===== src/rtl/fifo_pkg.sv =====
// Shared types and helpers for the thresholded synchronous FIFO.
package fifo_pkg;

    typedef enum logic {
        FIFO_STD  = 1'b0,
        FIFO_FWFT = 1'b1
    } fifo_mode_e;

    // Occupancy must represent 0..DEPTH inclusive, hence one extra bit.
    function automatic int cnt_w(input int addr_width);
        return addr_width + 1;
    endfunction

endpackage


===== src/rtl/fifo_mem.sv =====
// FIFO storage: one synchronous write port, one asynchronous read port, no reset.
module fifo_mem
    import fifo_pkg::*;
#(
    parameter int DATA_WIDTH = 8,
    parameter int ADDR_WIDTH = 4
) (
    input  logic                  clk,
    input  logic                  we,
    input  logic [ADDR_WIDTH-1:0] waddr,
    input  logic [DATA_WIDTH-1:0] wdata,
    input  logic [ADDR_WIDTH-1:0] raddr,
    output logic [DATA_WIDTH-1:0] rdata
);

    localparam int DEPTH = 1 << ADDR_WIDTH;

    logic [DATA_WIDTH-1:0] mem_array [0:DEPTH-1];

    always_ff @(posedge clk) begin
        if (we) begin
            mem_array[waddr] <= wdata;
        end
    end

    assign rdata = mem_array[raddr];

endmodule


===== src/rtl/fifo_sync_thresh.sv =====
// Single-clock FIFO with occupancy count, programmable almost flags,
// overflow/underflow pulses and selectable standard or first-word-fall-through read.
module fifo_sync_thresh
    import fifo_pkg::*;
#(
    parameter int DATA_WIDTH    = 8,
    parameter int ADDR_WIDTH    = 4,
    parameter int FWFT          = 0,
    parameter int AFULL_THRESH  = (1 << ADDR_WIDTH) - 2,
    parameter int AEMPTY_THRESH = 2
) (
    input  logic                  clk,
    input  logic                  rst,
    input  logic                  wr_en,
    input  logic [DATA_WIDTH-1:0] din,
    input  logic                  rd_en,
    output logic [DATA_WIDTH-1:0] dout,
    output logic                  dout_valid,
    output logic                  full,
    output logic                  empty,
    output logic                  almost_full,
    output logic                  almost_empty,
    output logic [ADDR_WIDTH:0]   count,
    output logic                  overflow,
    output logic                  underflow
);

    localparam int         DEPTH = 1 << ADDR_WIDTH;
    localparam int         CW    = cnt_w(ADDR_WIDTH);
    localparam fifo_mode_e MODE  = (FWFT != 0) ? FIFO_FWFT : FIFO_STD;

    typedef logic [CW-1:0] cnt_t;
    typedef logic [ADDR_WIDTH:0] ptr_t;

    localparam cnt_t CNT_ONE     = cnt_t'(1);
    localparam ptr_t PTR_ONE     = ptr_t'(1);
    localparam cnt_t CNT_DEPTH   = cnt_t'(DEPTH);
    localparam cnt_t CNT_AFULL   = cnt_t'(AFULL_THRESH);
    localparam cnt_t CNT_AEMPTY  = cnt_t'(AEMPTY_THRESH);

    if (ADDR_WIDTH < 1) begin : g_bad_addr_width
        $error("fifo_sync_thresh: ADDR_WIDTH must be >= 1");
    end
    if (AFULL_THRESH < 1 || AFULL_THRESH > DEPTH) begin : g_bad_afull
        $error("fifo_sync_thresh: AFULL_THRESH must be in 1..DEPTH");
    end
    if (AEMPTY_THRESH < 0 || AEMPTY_THRESH > DEPTH - 1) begin : g_bad_aempty
        $error("fifo_sync_thresh: AEMPTY_THRESH must be in 0..DEPTH-1");
    end

    ptr_t wr_ptr_bin;
    ptr_t rd_ptr_bin;
    cnt_t count_reg;
    logic overflow_reg;
    logic underflow_reg;

    logic                  full_flag;
    logic                  empty_flag;
    logic                  wr_acc;
    logic                  rd_acc;
    logic [DATA_WIDTH-1:0] mem_rdata;

    // Flags come only from registered count so no request input reaches an output.
    assign full_flag    = (count_reg == CNT_DEPTH);
    assign empty_flag   = (count_reg == '0);
    assign full         = full_flag;
    assign empty        = empty_flag;
    assign almost_full  = (count_reg >= CNT_AFULL);
    assign almost_empty = (count_reg <= CNT_AEMPTY);
    assign count        = count_reg;
    assign overflow     = overflow_reg;
    assign underflow    = underflow_reg;

    assign wr_acc = wr_en && !full_flag;
    assign rd_acc = rd_en && !empty_flag;

    fifo_mem #(
        .DATA_WIDTH (DATA_WIDTH),
        .ADDR_WIDTH (ADDR_WIDTH)
    ) u_mem (
        .clk   (clk),
        .we    (wr_acc),
        .waddr (wr_ptr_bin[ADDR_WIDTH-1:0]),
        .wdata (din),
        .raddr (rd_ptr_bin[ADDR_WIDTH-1:0]),
        .rdata (mem_rdata)
    );

    always_ff @(posedge clk) begin
        if (rst) begin
            wr_ptr_bin    <= '0;
            rd_ptr_bin    <= '0;
            count_reg     <= '0;
            overflow_reg  <= 1'b0;
            underflow_reg <= 1'b0;
        end else begin
            if (wr_acc) begin
                wr_ptr_bin <= wr_ptr_bin + PTR_ONE;
            end
            if (rd_acc) begin
                rd_ptr_bin <= rd_ptr_bin + PTR_ONE;
            end
            case ({wr_acc, rd_acc})
                2'b10:   count_reg <= count_reg + CNT_ONE;
                2'b01:   count_reg <= count_reg - CNT_ONE;
                default: count_reg <= count_reg;
            endcase
            overflow_reg  <= wr_en && full_flag;
            underflow_reg <= rd_en && empty_flag;
        end
    end

    if (MODE == FIFO_FWFT) begin : g_fwft
        // Head word is presented combinationally from the array while data is held.
        assign dout       = empty_flag ? '0 : mem_rdata;
        assign dout_valid = !empty_flag;
    end else begin : g_std
        logic [DATA_WIDTH-1:0] dout_reg;
        logic                  dout_valid_reg;

        always_ff @(posedge clk) begin
            if (rst) begin
                dout_reg       <= '0;
                dout_valid_reg <= 1'b0;
            end else begin
                dout_valid_reg <= rd_acc;
                if (rd_acc) begin
                    dout_reg <= mem_rdata;
                end
            end
        end

        assign dout       = dout_reg;
        assign dout_valid = dout_valid_reg;
    end

endmodule


===== config.mk =====
export PLATFORM = sky130hd
export DESIGN_NAME = fifo_sync_thresh
export DESIGN_NICKNAME = d
export VERILOG_FILES = /design/src/rtl/fifo_pkg.sv /design/src/rtl/fifo_mem.sv /design/src/rtl/fifo_sync_thresh.sv
export SDC_FILE = /design/constraint.sdc
export NUM_CORES = 1
export LEC_CHECK = 0
export BUFFER_PORTS_ARGS = -buffer_cell sky130_fd_sc_hd__clkbuf_2
export CAP_MARGIN = 25
export CORE_ASPECT_RATIO = 1.5
export CORE_MARGIN = 2
export CORE_UTILIZATION = 57
export CTS_BUF_LIST = sky130_fd_sc_hd__clkbuf_4 sky130_fd_sc_hd__clkbuf_8
export CTS_CLUSTER_SIZE = 8
export DETAILED_ROUTE_END_ITERATION = 16
export PLACE_DENSITY_LB_ADDON = 0.15
export SLEW_MARGIN = 20
export SYNTH_ARGS = -nofsm -noshare
export SYNTH_HDL_FRONTEND = slang
export SYNTH_SLANG_ARGS = --single-unit

===== constraint.sdc =====
create_clock -name clk -period 2.85 [get_ports clk]
set_input_delay 0.57 -clock clk [delete_from_list [all_inputs] [get_ports clk]]
set_output_delay 0.57 -clock clk [all_outputs]
set_load 0.05 [all_outputs]

### After elaboration in Yosys (flattened, before gate mapping)

Memories as Yosys holds them, arrays and structs flattened. A register that Yosys moved wholly into a read port is not among the register bits.
Index checks and enable logic that the tools add are counted.

| operators by class | value |
|---|---|
| $add $sub $neg | 4 |
| multipliers | 0 |
| divide/modulo/power cells | 0 |
| order comparisons | 2 |
| equal/unequal tests | 3 |
| shifts and indexed selects | 0 |
| multiplexer cells | 3 |
| bitwise operators | 0 |
| reductions and logical operators | 8 |

Operators by type and width:

| operator | count |
|---|---|
| $add 5x1->5 const B | 3 |
| $pmux 5 s2 | 1 |
| $eq 5x5->1 const B | 1 |
| $ge 5x4->1 const B | 1 |
| $le 5x2->1 const B | 1 |
| $logic_not 5->1 | 1 |
| $sub 5x1->5 const B | 1 |
| $logic_and 1x1->1 | 4 |
| $eq 2x1->1 const B | 1 |
| $eq 2x2->1 const B | 1 |
| $logic_not 1->1 | 2 |
| $mux 1 | 2 |
| $reduce_bool 2->1 | 1 |

| word-level totals | value |
|---|---|
| register bits after elaboration | 18 |
| latch bits | 0 |
| bits in writable memories | 128 |
| bits in read-only memories | 0 |
| input bits | 12 |
| output and inout port bits | 20 |
| memories kept | 1 |

Memory list:

| memory | depth | width | read ports | clocked after Yosys merged registers in | write ports | RTL line | RTL |
|---|---|---|---|---|---|---|---|
| u_mem.mem_array | 16 | 8 | 1 | 1 | 1 | fifo_mem.sv:18 | `logic [DATA_WIDTH-1:0] mem_array [0:DEPTH-1];` |

### Logic depth before layout (Yosys ltp)

| logic depth | value |
|---|---|
| word-level depth | 5 |
| mapped depth | 13 |
| mapped depth without buffers | 10 |

### By module

From an unflattened synthesis, not the netlist that was laid out.

| second synthesis, totals | value |
|---|---|
| cell total of the unflattened synthesis | 352 |
| area total of the unflattened synthesis | 6,175.9 µm² |

Modules (own cells, without submodules):

| module | times used | cells an instance | area an instance (µm²) |
|---|---|---|---|
| fifo_mem | 1 | 221 | 4,987.3 |
| fifo_sync_thresh | 1 | 131 | 1,188.6 |

### Worst setup path before layout

No wires, ideal clock.

| path | value |
|---|---|
| kind | reg-to-reg |
| start point | register count_reg[1] (netlist: count[1]) |
| end point | register count_reg[4] (netlist: count[4]) |
| setup time | 0.121 ns |
| arrival time | 2.975 ns |
| data required time | 2.729 ns |
| path slack | -0.246 ns |
| cell stages (with the launch flop) | 14 |
| path buffers | 4 |
| cells stage by stage | dfxtp_1 > buf_2 > or3_1 > buf_6 > o21a_4 > buf_6 > ha_1 > buf_2 > xor2_1 > ha_1 > a21oi_1 > a22oi_1 > a31oi_1 > mux2_2 |

| on the way | value |
|---|---|
| longest elaborated chain between the ends | 5 |
| elaborated cells on any way between the ends | 12 |
| those cells by class | add/sub (2); eq/ne (3); mux (1); reduce/logical (6) |

RTL lines:

| element | RTL line | RTL |
|---|---|---|
| from (decl) | fifo_sync_thresh.sv:53 | `cnt_t count_reg;` |
| from (signal assigned) | fifo_sync_thresh.sv:104 | `2'b10: count_reg <= count_reg + CNT_ONE;` |
| from (signal assigned) | fifo_sync_thresh.sv:105 | `2'b01: count_reg <= count_reg - CNT_ONE;` |
| from (signal assigned) | fifo_sync_thresh.sv:106 | `default: count_reg <= count_reg;` |
| $logic_not 5->1 (*) | fifo_sync_thresh.sv:65 | `assign empty_flag = (count_reg == '0);` |
| $logic_not 1->1 (*) | fifo_sync_thresh.sv:75 | `assign rd_acc = rd_en && !empty_flag;` |
| $logic_and 1x1->1 (*) | fifo_sync_thresh.sv:75 |  |
| named net rd_acc | fifo_sync_thresh.sv:60 | `logic rd_acc;` |
| $eq 2x1->1 / $eq 2x2->1 (equally long branches) | fifo_sync_thresh.sv:103 | `case ({wr_acc, rd_acc})` |
| $pmux 5 s2 / $reduce_bool 2->1 (equally long branches) | -- |  |

The timed path passes the listed nets; every way through them passes the cells marked *.
A chain may end at the register's enable or synchronous reset.

### Final worst setup path

| path | value |
|---|---|
| start point | register count_reg[3] (netlist: count[3]) |
| end point | register count_reg[4] (netlist: count[4]) |

| on the way | value |
|---|---|
| longest elaborated chain between the ends | 5 |
| elaborated cells on any way between the ends | 12 |
| those cells by class | add/sub (2); eq/ne (3); mux (1); reduce/logical (6) |

RTL lines:

| element | RTL line |
|---|---|
| $eq 5x5->1 / $logic_not 5->1 (equally long branches) | fifo_sync_thresh.sv:64, fifo_sync_thresh.sv:65 |
| $logic_not 1->1, on equally long branches | fifo_sync_thresh.sv:74, fifo_sync_thresh.sv:75 |
| $logic_and 1x1->1, on equally long branches | fifo_sync_thresh.sv:74, fifo_sync_thresh.sv:75 |
| $eq 2x1->1 / $eq 2x2->1 (equally long branches) | fifo_sync_thresh.sv:103 |
| $pmux 5 s2 / $reduce_bool 2->1 (equally long branches) | -- |

Parallel ways exist; a longest one is shown, timed or not.

==> results.md <==
- Gate power share: 24.6%
- Minimum clock period after layout: 2.58 ns
- Total negative setup slack: 0 ns
- Int Pwr: 4.13 mW
- Worst skew pair latency: 0.45 ns
- Initial Util: 58.4%
- DIE HEIGHT: 132 um
- DIE WIDTH: 89.0 um
- Reg2reg setup slack: 0.27 ns
- Num rows: 46
- Number of flops mapped to enable cells by yosys: 128
- Avg Inst Size Synth: 15.4 um2
- Drc violations: 0
- Clock buffer depth: 2
- Final hold vios: 0
- Via density: 5.86
- Final Net Count: 462
- TritonRoute pass-1 iters: 5
- Commonest non-fill, non-tap cell in the layout: edfxtp_1
- DR WL/cell: 21.7 um
- Die area: 0.0117 mm2
- Initial antenna violation count: 0
- MaxCap Viol Count: 0
- Antenna cells: 0
- Core area: 0.0106 mm2
- Postcts setup bufs: 0
- Critical Path AT: 2.92 ns
- Period utilisation layout: 90.6%
- Gr ovfl total: 0
- Setup repair after global routing missed its margin: no
- CP Launch Type: flop
- Clock transition at the registers of the reported paths: 0.08 ns
- Detailed router's first-iteration violation count: 311
- Antenna viol nets, final: 0
- Finished Layout Cells: 599
- Crit Path Class: flop to flop
- Placed Cells: 567
- Largest register FFs: 128
- Worst Hold Class: primary input to flop
- Post-Syn Nets: 421
- Sw Ratio: 32.4%
- Seq/Total Area, Yosys: 69.9%
- Global-route wire length before repair: 20.1 mm
- CP Max Fanout: 9
- Crit. End Element: flop
- Achievable Freq: 387 MHz
- Final Wtd Congestion: 0.785
- Via Count: 3510
- Worst relative slew slack: 45.6%
- Post-CTS Hold Buffers: 0
- Vias in the first global route: 3561
- PwrDens: 871 mW/mm2
- Final setup fails: 0
- Clk pwr share: 31.0%
- Filler cell count: 756
- Post-synth ARST share: 0%
- Worst-Margin Slew: 0.814 ns
- Yosys cell types: 42
- Slew Limit Fails: 0
- Mapped Area: 0.00618 mm2
- Sw power: 1.98 mW
- Area growth, synth to finish: 13.4%
- Top_reg_cell synth: edfxtp_1
- Worst Skew: 0.0120 ns
- CTS tree: done
- Most frequent cells in the layout: 128 x edfxtp_1, 66 x mux2i_1, 33 x nor2_1
- Root buffer cell: clkbuf_8
- PortBufs: 31
- Yosys warnings: 0
- Seq cells post-synth: 152
- DPL Wire Length: 8.59 mm
- Drt total wl: 13.0 mm
- Status: finished clean
- H-tree depth: 4
- CTS buffer count: 17
- CP required: 3.19 ns
- Layout cells sized above 1: 22.6%
- Lkg Pwr: 2.27 nW
- Io pins: 32
- Largest net degree at the start of global routing: 29
- VDD IR-drop max: 771 uV
- PnR worst setup slack: 0.269 ns
- Total GRT Usage: 23.9%
- Reg power frac: 44.3%
- CTS Sinks: 152
- Cts repair resizes: 0
- Cells after Synth: 401
- Place WS: 0.283 ns
-- metal layers --
| metal | vias up | share of wire (%) | track usage [%] |
|---|---|---|---|
| met4 | 0 | 3.0 | 9.70 |
| met3 | 25 | 4.8 | 6.41 |
| met5 | - | 0 | 0 |
| met1 | 1750 | 40 | 30.8 |
| met2 | 100 | 52 | 38.1 |
| li1 | 1635 | - | - |
-- path summary, 6_finish.rpt --
check / from / end / cells past startpoint
max: count[3] / count[4] / 10
min: wr_en / overflow / 2
max reg2reg: count[3] / count[4] / 10
min reg2reg: dout[5] / dout[5] / 2
-- logic make-up after synthesis --
group	count (synthesis)	synth area share [%]
flip-flops	152	69.9
AND/OR/NAND/NOR	76	6.46
multiplexers	68	11.1
AO/OA/AOI/OAI	58	7.02
buffers and inverters	29	2.49
XOR/XNOR	10	1.42
adder cells (fa/ha/maj)	8	1.62
-- power by group through the flow --
stage / combinational, mW / clock, mW / sequential (mW)
CTS: 1.51 / 1.92 / 2.71
floorplan: 0.952 / 0 / 2.99
detailed placement: 1.50 / 0 / 2.76
finish: 1.50 / 1.90 / 2.71
global placement: 1.47 / 0 / 2.75
global route: 1.62 / 2.01 / 2.72
-- per-stage QoR --
step | hold slack [ns] | cell area, um2 | power (mW) | utilization (%)
CTS | 0.409 | 7010 | 6.13 | 66.2
global route | 0.430 | 7010 | 6.35 | 66.2
detailed placement | 0.530 | 6540 | 4.26 | 61.8
finish | 0.427 | 7010 | 6.11 | 66.2
global placement | 0.522 | 6540 | 4.22 | 61.7
floorplan | 0.477 | 6210 | 3.94 | -
-- cells in the mapped netlist (2+ instances only) --
cell      number  share of area, %
buf_1          2              0.12
xor2_1         8               1.1
o211ai_1       3              0.36
nor4b_1        2              0.28
inv_1          3              0.18
nor2b_1        3              0.30
nand2b_1       3              0.30
a21oi_1        5              0.40
a211oi_1       2              0.24
buf_2         12              0.97
nand2_1        6              0.36
clkbuf_1       7              0.43
edfxtp_1     128                62
or3b_1         3              0.43
nor4_1         8              0.81
ha_1           8               1.6
buf_6          3              0.55
or3_1          3              0.30
xnor2_1        2              0.28
and3_1         2              0.20
mux2i_1       66                11
nor2_1        33               2.0
buf_4          2              0.24
o22ai_1       32               3.2
mux2_2         2              0.36
nor3_1         4              0.32
nand3b_1       4              0.49
a211oi_2       8               1.6
dfxtp_1       24               7.8
-- area by class of cell --
| type | instances | area [um2] | share of cell area [%] |
|---|---|---|---|
| flip-flops and latches | 152 | 4340 | 61.8 |
| inverters | 3 | 11.3 | 0.161 |
| well taps | 144 | 180 | 2.57 |
| clock buffers | 21 | 277 | 3.94 |
| repair buffers | 48 | 295 | 4.21 |
| multi-input cells | 220 | 1720 | 24.5 |
| clock inverters | 11 | 195 | 2.78 |
-- critical path, stage by stage (launching register included) --
cell and delay (ns):
dfxtp_2 0.37, or3_1 0.43, o21a_1 0.22, inv_1 0.11, ha_2 0.20, xor2_1 0.16
ha_2 0.20, a21oi_2 0.05, nand4bb_1 0.20, a31oi_1 0.19, mux2_2 0.35
Power figures use the tool's default switching activity.
